[src/rtl/mul_fu_issuer.sv]
// Issue controller for the sequential 33x33 multiplier: extends RV32M operands,
// drives start/complete, and holds the selected product half on the CDB.
module mul_fu_issuer #(
  parameter int ROB_IDX_W  = 5,
  parameter int PREG_IDX_W = 6,
  parameter int MIN_WAIT   = 2
) (
  input  logic                  clk,
  input  logic                  rst,
  input  logic                  flush,
  input  logic                  issue_valid,
  output logic                  issue_ready,
  input  logic [1:0]            issue_op,
  input  logic [31:0]           issue_rs1,
  input  logic [31:0]           issue_rs2,
  input  logic [PREG_IDX_W-1:0] issue_pd,
  input  logic [ROB_IDX_W-1:0]  issue_rob,
  output logic                  mult_start,
  output logic [32:0]           mult_a,
  output logic [32:0]           mult_b,
  input  logic                  mult_complete,
  input  logic [65:0]           mult_product,
  output logic                  cdb_valid,
  input  logic                  cdb_ready,
  output logic [31:0]           cdb_data,
  output logic [PREG_IDX_W-1:0] cdb_pd,
  output logic [ROB_IDX_W-1:0]  cdb_rob
);

  localparam int CW = (MIN_WAIT < 1) ? 1 : $clog2(MIN_WAIT + 1);
  localparam logic [CW-1:0] CMAX = CW'(MIN_WAIT);

  typedef enum logic [1:0] {
    IDLE,
    START,
    BUSY,
    DONE
  } state_t;

  state_t                state, state_nx;
  logic [CW-1:0]         cnt, cnt_inc;
  logic [1:0]            op_q;
  logic [PREG_IDX_W-1:0] pd_q;
  logic [ROB_IDX_W-1:0]  rob_q;
  logic                  accept, capture, trust;
  logic [32:0]           ext_a, ext_b;
  logic [31:0]           res;
  logic                  unused_hi;

  assign unused_hi = ^mult_product[65:64];

  // Only MULHU treats rs1 as unsigned; MULHSU and MULHU treat rs2 as unsigned.
  assign ext_a = {issue_rs1[31] & (issue_op != 2'b11), issue_rs1};
  assign ext_b = {issue_rs2[31] & ~issue_op[1], issue_rs2};

  assign res = (op_q == 2'b00) ? mult_product[31:0]
                               : mult_product[63:32];

  // cnt_inc counts the current BUSY cycle, so complete is trusted
  // from the MIN_WAIT-th BUSY cycle onward.
  assign cnt_inc = (cnt >= CMAX) ? cnt : cnt + CW'(1);
  assign trust   = (cnt_inc >= CMAX);

  assign mult_start = (state == START);
  assign cdb_valid  = (state == DONE);

  always_comb begin
    state_nx    = state;
    issue_ready = 1'b0;
    accept      = 1'b0;
    capture     = 1'b0;
    unique case (state)
      IDLE: begin
        issue_ready = 1'b1;
        if (issue_valid) begin
          accept   = 1'b1;
          state_nx = START;
        end
      end
      START: state_nx = BUSY;
      BUSY: begin
        if (trust && mult_complete) begin
          capture  = 1'b1;
          state_nx = DONE;
        end
      end
      DONE: begin
        issue_ready = cdb_ready;
        if (cdb_ready) begin
          if (issue_valid) begin
            accept   = 1'b1;
            state_nx = START;
          end else begin
            state_nx = IDLE;
          end
        end
      end
      default: state_nx = IDLE;
    endcase
    if (flush) begin
      state_nx = IDLE;
      accept   = 1'b0;
      capture  = 1'b0;
    end
  end

  always_ff @(posedge clk or posedge rst) begin
    if (rst) begin
      state    <= IDLE;
      cnt      <= '0;
      op_q     <= '0;
      pd_q     <= '0;
      rob_q    <= '0;
      mult_a   <= '0;
      mult_b   <= '0;
      cdb_data <= '0;
      cdb_pd   <= '0;
      cdb_rob  <= '0;
    end else begin
      state <= state_nx;
      if (state == START) begin
        cnt <= '0;
      end else if (state == BUSY) begin
        cnt <= cnt_inc;
      end
      if (accept) begin
        op_q   <= issue_op;
        pd_q   <= issue_pd;
        rob_q  <= issue_rob;
        mult_a <= ext_a;
        mult_b <= ext_b;
      end
      if (capture) begin
        cdb_data <= res;
        cdb_pd   <= pd_q;
        cdb_rob  <= rob_q;
      end
    end
  end

endmodule

[config.mk]
export PLATFORM = sky130hd
export DESIGN_NAME = mul_fu_issuer
export DESIGN_NICKNAME = d
export VERILOG_FILES = /design/src/rtl/mul_fu_issuer.sv
export SDC_FILE = /design/constraint.sdc
export NUM_CORES = 1
export LEC_CHECK = 0
export CAP_MARGIN = 10
export CORE_MARGIN = 2
export CORE_UTILIZATION = 44
export CTS_BUF_LIST = sky130_fd_sc_hd__clkbuf_4 sky130_fd_sc_hd__clkbuf_8
export CTS_CLUSTER_SIZE = 28
export DETAILED_ROUTE_END_ITERATION = 7
export GPL_ROUTABILITY_DRIVEN = 1
export MAX_ROUTING_LAYER = met4
export PLACE_DENSITY = 0.87
export SLEW_MARGIN = 20
export SYNTH_ARGS = -nofsm -noshare
export SYNTH_HDL_FRONTEND = slang
export SYNTH_SLANG_ARGS = --single-unit
[constraint.sdc]
create_clock -name clk -period 7.5 [get_ports clk]
set_input_delay 1.5 -clock clk [delete_from_list [all_inputs] [get_ports clk]]
set_output_delay 1.5 -clock clk [all_outputs]
set_load 0.005 [all_outputs]
After elaboration in Yosys (flattened, before gate mapping)

Index checks and enable logic that the tools add are counted.

Input port bits: 149
Output and inout bits: 112
Logic and storage cells: 46
Register bits after elaboration: 126

Equality and inequality tests: 7
Bitwise gates (word level): 3
Order comparisons: 2
Reductions and logical operators: 5
Mux-type cells: 18
Add/sub/neg operators: 1

Operators by type and width:

| kind                                                | count |
|---|---|
| two-way mux 32 bit                                  | 1 |
| two-way mux 2 bit                                   | 7 |
| case mux 2 bit (4 select lines)                     | 1 |
| two-way mux 1 bit                                   | 7 |
| != test 3 bit, second input constant                | 2 |
| equality test 2 bit, second input constant          | 2 |
| >= comparator 2 bit, second input constant          | 2 |
| zero test 2 bit                                     | 2 |
| case mux 1 bit (2 select lines)                     | 2 |
| != test 3 x 2 -> 1 bit, second input constant       | 1 |
| AND reduction 3 bit                                 | 1 |
| adder 2 x 1 -> 2 bit, second input constant         | 1 |
| AND 1 bit                                           | 2 |
| equality test 2 x 1 -> 1 bit, second input constant | 1 |
| != test 2 bit, second input constant                | 1 |
| nonzero test 2 bit                                  | 1 |
| logical AND 1 bit                                   | 1 |
| inverter 1 bit                                      | 1 |

Logic depth before layout (Yosys ltp)

Gate-level depths: netlist (run 1).

Depth in word-level cells: 7
Mapped depth: 8
Mapped depth without buffers: 6

Worst setup path after synthesis (run 1)

OpenSTA, ideal clock, no wires.

Path type: input -> output
From: input port cdb_ready
To: output port issue_ready
Setup slack: 4167 ps
Arrival: 1833 ps
Path buffers: 0
Cell stages on the path: 2
Path through: a21oi_1 nor2_1

Cells in the longest elaborated chain, start to end: 1

Ends and longest elaborated chain:

| what                            | line | RTL |
|---|---|---|
| start: declaration              | 24   | `input logic cdb_ready,` |
| case mux 1 bit (2 select lines) | 72   | `unique case (state)` |
| end: declaration                | 12   | `output logic issue_ready,` |

No other way between the ends.

Final worst setup path (run 1)

Same ends and word-level chain as after synthesis.

==> impl_metrics.env, run 1 <==
export IMPL_outcome="finished clean"
export IMPL_drive_above_1_share=0.192
export IMPL_power_density_nw_per_um2=380
export IMPL_ff2ff_path_depth=5
export IMPL_worstPathArrival_ps=2770
export IMPL_final_antenna_net_count=0
export IMPL_clkTransAtPathRegs_ps=70
export IMPL_final_period_minus_worst_setup_slack_ps=4270
export IMPL_avgSynthCellArea_sq_um=14.0
export IMPL_relSlewSlack=0.457
export IMPL_antenna_found_initial=0
export IMPL_grt_util_all_layers=0.216
export IMPL_max_stage_delay_ps=470
export IMPL_num_nets_final=784
export IMPL_drt_total_wl_um=13000
export IMPL_clk_root_buffer_cell="clkbuf_8"
export IMPL_number_of_failing_setup_endpoints_in_the_final_timing_report=0
export IMPL_timing_final_hold_violations=0
export IMPL_die_w_um=112
export IMPL_finalCoreUtilization=0.718
export IMPL_crit_path_max_fanout=2
export IMPL_route_vias_total=3876
export IMPL_synthCells=365
export IMPL_finalMaxSlewViolations=0
export IMPL_first_global_vias=4112
export IMPL_drc_errors=0
export IMPL_synth_net_count=520
export IMPL_timing_worst_slew_pin_value_ps=815
export IMPL_hold_ws_ps=496
export IMPL_cts_tree="done"
export IMPL_synthDistinctLibCells=22
export IMPL_top_level_port_count=261
export IMPL_post_dp_hpwl_um=9690
export IMPL_htree_num_levels=4
export IMPL_critical_path_most_common_cell="clkdlybuf4s50_1"
export IMPL_cts_resized=0
export IMPL_tns_ps=0
export IMPL_synthesis_area_sq_um=5120
export IMPL_tritoncts_num_buffers=17
export IMPL_crit_path_top_delay_cell="clkdlybuf4s50_1"
export IMPL_synth_sequential_area_ratio=0.615
export IMPL_die_height_um=112
export IMPL_post_cts_hold_buffer_count=0
export IMPL_clk_latency_ps=430
export IMPL_cts_repair_timing_setup_buffer_count=0
export IMPL_synth_yosys_warnings=0
export IMPL_post_route_cell_area_sq_um=8170
export IMPL_timing_final_crit_share=0.569
export IMPL_largest_net_degree_at_the_start_of_global_routing=66
export IMPL_clk_sinks=126
export IMPL_class_of_the_most_critical_setup_path="in2out"
export IMPL_finalWeightedCongestion=0.813
export IMPL_count_of_buffers_from_port_buffering=258
export IMPL_initial_standard_cell_utilization_of_the_core=0.451
export IMPL_timing_critical_path_from_type="input pin"
export IMPL_detailedRoute_firstPassIterationCount=4
export IMPL_required_time_at_the_endpoint_of_the_critical_path_ps=6000
export IMPL_hold_path_class="reg2reg"
export IMPL_standard_cell_core_area_sq_um=11400
export IMPL_max_cap_violations=0
export IMPL_antenna_cells_inserted=0
export IMPL_drtIter0Drc=123
export IMPL_clockBufferDepth=2
export IMPL_yosys_register_bits=126
export IMPL_vdd_ir_drop_worst_mv=0.287
export IMPL_number_of_vias_per_cell_after_detailed_routing=4.94
export IMPL_critical_path_endpoint_type="output pin"
export IMPL_rows=39
export IMPL_fmaxAchievable_mhz=234
export IMPL_floorplan_die_area_sq_um=12500
export IMPL_min_path_cells=1
export IMPL_leakage_nw=3.44
export IMPL_detail_route_wl_per_cell_um=16.6
export IMPL_rsz0062_at_grt="no"
export IMPL_worst_clock_skew_ps=9.60
export IMPL_layout_area_growth_over_synthesis_pct=59.4
export IMPL_placed_cell_area_sq_um=7810
export IMPL_grt_first_pass_wirelength_um=20600
export IMPL_worstPathCellList="clkdlybuf4s50_1 -> a21oi_1 -> nor2_1 -> clkdlybuf4s50_1"
export IMPL_grt_overflow=0
-- state kept, by name, summed over array words and instances, names as in the netlist --
signal / flops
cdb_data: 32
cdb_pd: 6
cdb_rob: 5
cnt: 2
mult_a: 33
mult_b: 33
op_q: 2
pd_q: 6
rob_q: 5
state: 2
-- worst max-delay path, delay by kind of cell --
kind	cells	cell delay [ps]
buffers and inverters	2	890
AOI/OAI and AO/OA	1	300
and+or+nand+nor	1	80
-- through the flow --
| stage | power (W) | cells | setup slack (ps) |
|---|---|---|---|
| 2_1_floorplan | 0.00180 | 365 | 2640 |
| 3_3_place_gp | 0.00255 | 752 | 3240 |
| 3_5_place_dp | 0.00262 | 752 | 3250 |
| 4_1_cts | 0.00314 | 784 | 3240 |
| 5_1_grt | 0.00331 | 785 | 3180 |
| 6_report | 0.00311 | 785 | 3230 |
-- worst paths after layout --
path,slack (ps),to,from
max,3230,issue_ready,cdb_ready
min,500,mult_a[16]$_DFFE_PP0P_,mult_a[16]$_DFFE_PP0P_
max reg2reg,5060,mult_b[30]$_DFFE_PP0P_,state[0]$_DFFE_PP0P_
min reg2reg,500,mult_a[16]$_DFFE_PP0P_,mult_a[16]$_DFFE_PP0P_
max in group asynchronous,4590,mult_a[11]$_DFFE_PP0P_,rst
min in group asynchronous,1590,mult_b[16]$_DFFE_PP0P_,rst
-- cell usage in the layout (no fill, tap or decap), drive strengths merged --
cell | Yosys | layout
a21oi | 34 | 34
a222oi | 1 | 1
a311oi | 1 | 1
buf | 18 | 6
clkbuf | 1 | 18
clkdlybuf4s50 | 0 | 258
clkinv | 0 | 8
clkinvlp | 0 | 4
dfrtp | 126 | 126
ha | 6 | 6
inv | 9 | 11
mux2 | 88 | 88
mux2i | 33 | 33
nand2 | 1 | 1
nand2b | 2 | 2
nand3 | 2 | 2
nand3b | 1 | 1
nor2 | 36 | 36
nor3b | 1 | 1
nor4 | 1 | 1
o21ai | 2 | 2
o22ai | 2 | 2
-- cells by family (layout without fill, tap and decap cells) --
logic type / count (synthesis) / count (layout) / synth area share
muxes: 121 / 121 / 0.258
buffers and inverters: 28 / 305 / 0.0325
AOI/OAI and AO/OA: 40 / 40 / 0.0413
and+or+nand+nor: 44 / 44 / 0.0386
adders and majority gates: 6 / 6 / 0.0146
DFF: 126 / 126 / 0.615
-- report_power, final --
part           leakage [nW]  internal, W  switching, W
combinational          1.74     0.000923      0.000486
clock                 0.171     0.000235      0.000270
sequential             1.53      0.00102      0.000178
-- layer usage --
layer  vias up  share of wire  GRT usage  routed length (um)
met3        24          0.085     0.0729                1110
met4         0          0.022     0.0840                 285
met1      1871           0.38      0.237                4950
li1       1808              -          -                   -
met2       173           0.51      0.363                6670
met5         -              0          -                   0
-- area by class of cell --
cell class	instances	area, sq um
clock buffer	18	248
clock inverter	14	95.1
fill	783	3200
inverter	9	36.3
multi-input combinational	211	1820
sequential	126	3150
tap	143	179
timing repair buffer	264	2640
-- synth_stat cells, drive strengths merged --
cell type  count  area, sq um
o21ai          2         10.0
inv            9         33.8
dfrtp        126         3150
nand2b         2         12.5
mux2          88          991
nand3          2         10.0
o22ai          2         12.5
nor2          36          135
ha             6         75.1
nor4           1         21.3
nor3b          1         7.51
clkbuf         1         3.75
a311oi         1         8.76
nand2          1         3.75
buf           18          129
a222oi         1         10.0
mux2i         33          330
nand3b         1         7.51
a21oi         34          170
Power figures use the tool's default switching activity.
==> run 2, diff against run 1 <==
--- a/config.mk
+++ b/config.mk
@@ -7,13 +7,13 @@
 export LEC_CHECK = 0
 export CAP_MARGIN = 10
 export CORE_MARGIN = 2
-export CORE_UTILIZATION = 44
+export CORE_UTILIZATION = 41
 export CTS_BUF_LIST = sky130_fd_sc_hd__clkbuf_4 sky130_fd_sc_hd__clkbuf_8
 export CTS_CLUSTER_SIZE = 28
 export DETAILED_ROUTE_END_ITERATION = 7
 export GPL_ROUTABILITY_DRIVEN = 1
 export MAX_ROUTING_LAYER = met4
-export PLACE_DENSITY = 0.87
+export PLACE_DENSITY = 0.82
 export SLEW_MARGIN = 20
 export SYNTH_ARGS = -nofsm -noshare
 export SYNTH_HDL_FRONTEND = slang
==> constraint.sdc (replaced) <==
create_clock -name clk -period 4.25 [get_ports clk]
set_input_delay 0.85 -clock clk [delete_from_list [all_inputs] [get_ports clk]]
set_output_delay 0.85 -clock clk [all_outputs]
set_load 0.005 [all_outputs]
==> impl_metrics.env, run 2 (same netlist as run 1, synthesis figures left out) <==
export IMPL_initial_standard_cell_utilization_of_the_core=0.423
export IMPL_timing_worst_slew_pin_value_ps=751
export IMPL_vdd_ir_drop_worst_mv=0.405
export IMPL_rows=40
export IMPL_clockBufferDepth=2
export IMPL_class_of_the_most_critical_setup_path="in2out"
export IMPL_finalCoreUtilization=0.686
export IMPL_critical_path_endpoint_type="output pin"
export IMPL_final_period_minus_worst_setup_slack_ps=2950
export IMPL_drt_total_wl_um=13000
export IMPL_max_stage_delay_ps=470
export IMPL_number_of_failing_setup_endpoints_in_the_final_timing_report=0
export IMPL_required_time_at_the_endpoint_of_the_critical_path_ps=3400
export IMPL_largest_net_degree_at_the_start_of_global_routing=68
export IMPL_rsz0062_at_grt="no"
export IMPL_worstPathArrival_ps=2100
export IMPL_top_level_port_count=261
export IMPL_layout_commonest_cell="clkdlybuf4s50_1"
export IMPL_outcome="finished clean"
export IMPL_drc_errors=0
export IMPL_min_path_cells=1
export IMPL_timing_final_crit_share=0.695
export IMPL_drive_above_1_share=0.190
export IMPL_route_vias_total=3866
export IMPL_whs_endpoint="mult_b[29]$_DFFE_PP0P_"
export IMPL_reg2reg_slack_ps=1820
export IMPL_crit_path_max_fanout=2
export IMPL_number_of_vias_per_cell_after_detailed_routing=4.78
export IMPL_final_antenna_net_count=0
export IMPL_cts_repair_timing_setup_buffer_count=0
export IMPL_tns_ps=0
export IMPL_critPathBufInv=2
export IMPL_reg_largest_list="mult_a (33), mult_b (33), cdb_data (32)"
export IMPL_finalWeightedCongestion=0.803
export IMPL_launching_point_of_the_worst_reg2reg_path="state[0]$_DFFE_PP0P_"
export IMPL_antenna_cells_inserted=0
export IMPL_first_global_vias=4154
export IMPL_grt_first_pass_wirelength_um=20000
export IMPL_relSlewSlack=0.500
export IMPL_cts_tree="done"
export IMPL_worstPathCellList="clkdlybuf4s50_1 -> a21oi_1 -> nor2_1 -> clkdlybuf4s50_1"
export IMPL_max_cap_violations=0
export IMPL_clkTransAtPathRegs_ps=60
export IMPL_finalMaxSlewViolations=0
export IMPL_timing_critical_path_from_type="input pin"
export IMPL_timing_final_hold_violations=0
export IMPL_cp_top_family="buffers and inverters"
export IMPL_ff2ff_path_depth=5
export IMPL_post_cts_hold_buffer_count=0
export IMPL_hold_path_class="reg2reg"
export IMPL_grt_overflow=0
export IMPL_antenna_found_initial=0
export IMPL_layout_area_growth_over_synthesis_pct=62.1
export IMPL_sequential_cell_area_sq_um=3150
export IMPL_critical_path_most_common_cell="clkdlybuf4s50_1"
export IMPL_detailedRoute_firstPassIterationCount=4
export IMPL_final_instance_count_excl_fill=809
export IMPL_cts_resized=0
export IMPL_num_nets_final=784
export IMPL_r2r_end="mult_b[2]$_DFFE_PP0P_"
export IMPL_clk_root_buffer_cell="clkbuf_8"
export IMPL_die_w_um=116
export IMPL_standard_cell_core_area_sq_um=12100
export IMPL_clk_latency_ps=420
export IMPL_post_route_cell_area_sq_um=8310
export IMPL_multi_input_gate_area_in_the_final_layout_sq_um=1820
export IMPL_worst_clock_skew_ps=11.0
export IMPL_tritoncts_num_buffers=17
export IMPL_drtIter0Drc=148
export IMPL_floorplan_die_area_sq_um=13400
export IMPL_crit_path_top_delay_cell="clkdlybuf4s50_1"
export IMPL_detail_route_wl_per_cell_um=16.1
export IMPL_dpl_cell_count=777
export IMPL_grt_util_all_layers=0.201
export IMPL_leakage_nw=3.49
export IMPL_power_density_nw_per_um2=689
export IMPL_count_of_buffers_from_port_buffering=258
export IMPL_layout_cells_most_common_list="clkdlybuf4s50_1, dfrtp_1, mux2_2"
export IMPL_post_dp_hpwl_um=9770
export IMPL_fillers=887
export IMPL_clk_sinks=126
export IMPL_die_height_um=116
export IMPL_worst_min_path_start="mult_b[29]$_DFFE_PP0P_"
export IMPL_fmaxAchievable_mhz=338
export IMPL_placed_cell_area_sq_um=7850
export IMPL_htree_num_levels=4
run 2: cell types whose count changed in the layout (fill, tap and decap cells not counted), sizes merged:
cell and delta:
inv -2, clkinvlp -2, clkbuf +3, bufinv +4, clkinv -4
run 2: area by class of cell:
| class | count | area share |
|---|---|---|
| flip-flops and latches | 126 | 0.379 |
| well taps | 168 | 0.0253 |
| inverters | 9 | 0.00437 |
| clock buffers | 21 | 0.0333 |
| repair buffers | 264 | 0.319 |
| clock inverters | 10 | 0.0196 |
| multi-input cells | 211 | 0.219 |
run 2: routing by layer:
layer,part of all wire,vias to the layer above,global-route usage
met1,0.38,1880,0.213
met4,0.011,0,0.0556
li1,-,1810,-
met3,0.090,13,0.0727
met5,0,-,-
met2,0.52,163,0.353
run 2: how the worst max path moves through the flow:
| stage | startpoint | to | cells after the start |
|---|---|---|---|
| after global routing | cdb_ready | issue_ready | 4 |
| final | cdb_ready | issue_ready | 4 |
| after detailed placement | cdb_ready | issue_ready | 4 |
| after floorplan | rst | cdb_data[0]$_DFFE_PP0P_ | 1 |
| after global placement | cdb_ready | issue_ready | 4 |
| after CTS | cdb_ready | issue_ready | 4 |
run 2: worst register-to-register path, delay by kind of cell (launching register included):
| kind | cells | cell delay, ps |
|---|---|---|
| buffers and inverters | 2 | 680 |
| muxes | 1 | 440 |
| DFF | 1 | 430 |
| adders and majority gates | 1 | 420 |
| and+or+nand+nor | 1 | 350 |
run 2: report_power, final:
| group | internal (W) | total [W] | switching, W | leakage [nW] |
|---|---|---|---|---|
| Sequential | 0.00179 | 0.00210 | 0.000309 | 1.53 |
| Combinational | 0.00163 | 0.00249 | 0.000863 | 1.74 |
| Clock | 0.000680 | 0.00113 | 0.000454 | 0.219 |
run 2: metrics by stage:
stage                     total power (W)  setup slack (ps)  hold WS (ps)
after floorplan                   0.00318              44.1           475
after global placement            0.00451              1300           470
after detailed placement          0.00464              1300           479
after CTS                         0.00578              1290           494
after global routing              0.00608              1230           514
final                             0.00573              1300           493
==> run 3, diff against run 2 <==
--- a/config.mk
+++ b/config.mk
@@ -7,13 +7,13 @@
 export LEC_CHECK = 0
 export CAP_MARGIN = 10
 export CORE_MARGIN = 2
-export CORE_UTILIZATION = 41
+export CORE_UTILIZATION = 37
 export CTS_BUF_LIST = sky130_fd_sc_hd__clkbuf_4 sky130_fd_sc_hd__clkbuf_8
 export CTS_CLUSTER_SIZE = 28
 export DETAILED_ROUTE_END_ITERATION = 7
 export GPL_ROUTABILITY_DRIVEN = 1
 export MAX_ROUTING_LAYER = met4
-export PLACE_DENSITY = 0.82
+export PLACE_DENSITY = 0.78
 export SLEW_MARGIN = 20
 export SYNTH_ARGS = -nofsm -noshare
 export SYNTH_HDL_FRONTEND = slang
==> constraint.sdc (replaced) <==
create_clock -name clk -period 2.6 [get_ports clk]
set_input_delay 0.52 -clock clk [delete_from_list [all_inputs] [get_ports clk]]
set_output_delay 0.52 -clock clk [all_outputs]
set_load 0.005 [all_outputs]
==> impl_metrics.env, run 3 (same netlist as run 1, synthesis figures left out) <==
export IMPL_top_level_port_count=261
export IMPL_drt_total_wl_um=12900
export IMPL_initial_standard_cell_utilization_of_the_core=0.374
export IMPL_worst_min_path_start="mult_a[17]$_DFFE_PP0P_"
export IMPL_standard_cell_core_area_sq_um=13700
export IMPL_num_nets_final=785
export IMPL_max_cap_violations=0
export IMPL_count_of_buffers_from_port_buffering=258
export IMPL_die_height_um=122
export IMPL_share_comb_of_total_power=0.439
export IMPL_clk_latency_ps=420
export IMPL_p_int_w=0.00669
export IMPL_finalWeightedCongestion=0.774
export IMPL_clockBufferDepth=2
export IMPL_tns_ps=0
export IMPL_met2_usage=0.306
export IMPL_timing_worst_slew_pin_value_ps=724
export IMPL_class_of_the_most_critical_setup_path="reg2out"
export IMPL_antenna_cells_inserted=0
export IMPL_hold_path_class="reg2reg"
export IMPL_power_net_switching_w=0.00260
export IMPL_htree_num_levels=4
export IMPL_crit_path_top_delay_cell="clkdlybuf4s50_1"
export IMPL_layout_cells_most_common_list="clkdlybuf4s50_1, dfrtp_1, mux2_2"
export IMPL_cp_top_family="buffers and inverters"
export IMPL_finalMaxSlewViolations=0
export IMPL_clk_sinks=126
export IMPL_sw_frac_of_total=0.280
export IMPL_critical_path_endpoint_type="output pin"
export IMPL_rows=43
export IMPL_final_period_minus_worst_setup_slack_ps=2480
export IMPL_post_route_cell_area_sq_um=8370
export IMPL_outcome="finished clean"
export IMPL_leakage_nw=3.50
export IMPL_fillers=1087
export IMPL_drtIter0Drc=122
export IMPL_floorplan_die_area_sq_um=14800
export IMPL_layout_area_growth_over_synthesis_pct=63.3
export IMPL_reg_largest_list="mult_a (33), mult_b (33), cdb_data (32)"
export IMPL_sequentialPowerShare=0.370
export IMPL_timing_critical_path_from_type="flop"
export IMPL_number_of_failing_setup_endpoints_in_the_final_timing_report=0
export IMPL_tritoncts_num_buffers=17
export IMPL_power_density_nw_per_um2=1110
export IMPL_clkTransAtPathRegs_ps=70
export IMPL_grt_first_pass_wirelength_um=19800
export IMPL_number_of_vias_per_cell_after_detailed_routing=4.72
export IMPL_crit_path_max_fanout=6
export IMPL_worstPathCellList="inv_1 -> ha_2 -> nor2_1 -> clkdlybuf4s50_1"
export IMPL_rsz0062_at_grt="no"
export IMPL_pre_cts_slack_ps=266
export IMPL_placed_cell_area_sq_um=7940
export IMPL_top_usage_layer="met2"
export IMPL_die_w_um=122
export IMPL_critPathLaunch="state[1]$_DFFE_PP0P_"
export IMPL_worst_setup_slack_final_ps=119
export IMPL_post_dp_hpwl_um=9740
export IMPL_largest_net_degree_at_the_start_of_global_routing=76
export IMPL_relSlewSlack=0.516
export IMPL_vdd_ir_drop_worst_mv=0.585
export IMPL_worst_clock_skew_ps=4.56
export IMPL_grt_use_met3=0.0487
export IMPL_antenna_found_initial=0
export IMPL_grt_overflow=0
export IMPL_worstPathArrival_ps=1960
export IMPL_post_cts_hold_buffer_count=0
export IMPL_critPathBufInv=2
export IMPL_required_time_at_the_endpoint_of_the_critical_path_ps=2080
export IMPL_clk_root_buffer_cell="clkbuf_8"
export IMPL_max_stage_delay_ps=520
export IMPL_launching_point_of_the_worst_reg2reg_path="state[1]$_DFFE_PP0P_"
export IMPL_fmaxAchievable_mhz=403
export IMPL_timing_final_crit_share=0.954
export IMPL_route_vias_total=3873
export IMPL_detailedRoute_firstPassIterationCount=4
export IMPL_detail_route_wl_per_cell_um=15.7
export IMPL_power_frac_clock=0.192
export IMPL_drc_errors=0
export IMPL_drive_above_1_share=0.195
export IMPL_final_antenna_net_count=0
export IMPL_cts_tree="done"
export IMPL_layout_commonest_cell="clkdlybuf4s50_1"
export IMPL_first_global_vias=4140
export IMPL_gr_usage_met1=0.197
export IMPL_timing_final_hold_violations=0
export IMPL_grt_util_all_layers=0.179
run 3: changes by cell type in the layout (fill, tap and decap cells not counted):
cell	previous run	this run
buf_12	2	6
buf_4	4	1
clkbuf_8	19	21
clkinv_4	2	0
a21oi_1	34	33
a21oi_2	0	1
bufinv_16	4	3
clkbuf_4	2	3
ha_1	6	5
ha_2	0	1
inv_1	8	7
inv_2	0	1
inv_4	1	0
run 3: stage by stage:
stage	total power, W	cells	hold slack (ps)	utilization
detailed placement	0.00759	791	475	0.579
global route	0.00989	821	516	0.610
CTS	0.00942	821	497	0.610
global placement	0.00741	791	467	0.579
finish	0.00928	821	494	0.610
floorplan	0.00520	365	475	-
run 3: final cells by class:
class	count	area, sq um	share of cell area
inverters	9	37.5	0.00448
clock buffers	24	312	0.0372
well taps	180	225	0.0269
multi-input cells	211	1820	0.218
flip-flops and latches	126	3150	0.377
clock inverters	6	108	0.0129
repair buffers	265	2710	0.324
run 3: final timing paths:
path                                     endpoint  slack [ps]  cells after the start
max in group asynchronous  mult_a[19]$_DFFE_PP0P_        1420                      3
min in group asynchronous  mult_b[14]$_DFFE_PP0P_         560                      2
setup reg to reg            mult_a[5]$_DFFE_PP0P_         450                      5
hold reg to reg            mult_a[17]$_DFFE_PP0P_         490                      1
hold / removal             mult_a[17]$_DFFE_PP0P_         490                      1
setup / recovery                      issue_ready         120                      4
run 3: per-layer routing:
layer | vias to the layer above | part of all wire
met5 | - | 0
met4 | 0 | 0.024
met3 | 23 | 0.072
met2 | 159 | 0.52
met1 | 1896 | 0.38
li1 | 1795 | -
run 3: power groups by stage:
stage | clock (W) | combinational [W] | sequential (W)
2_1_floorplan | 0 | 0.00172 | 0.00348
6_report | 0.00178 | 0.00407 | 0.00343
3_5_place_dp | 0 | 0.00412 | 0.00348
3_3_place_gp | 0 | 0.00400 | 0.00341
4_1_cts | 0.00184 | 0.00414 | 0.00344
5_1_grt | 0.00193 | 0.00440 | 0.00355
run 3: repair_timing:
action                                  in CTS  in global routing
endpoints found under the setup margin       1                  1
hold endpoints to repair                     0                  0
gates resized for setup                      1                  2
buffers inserted                             0                  0
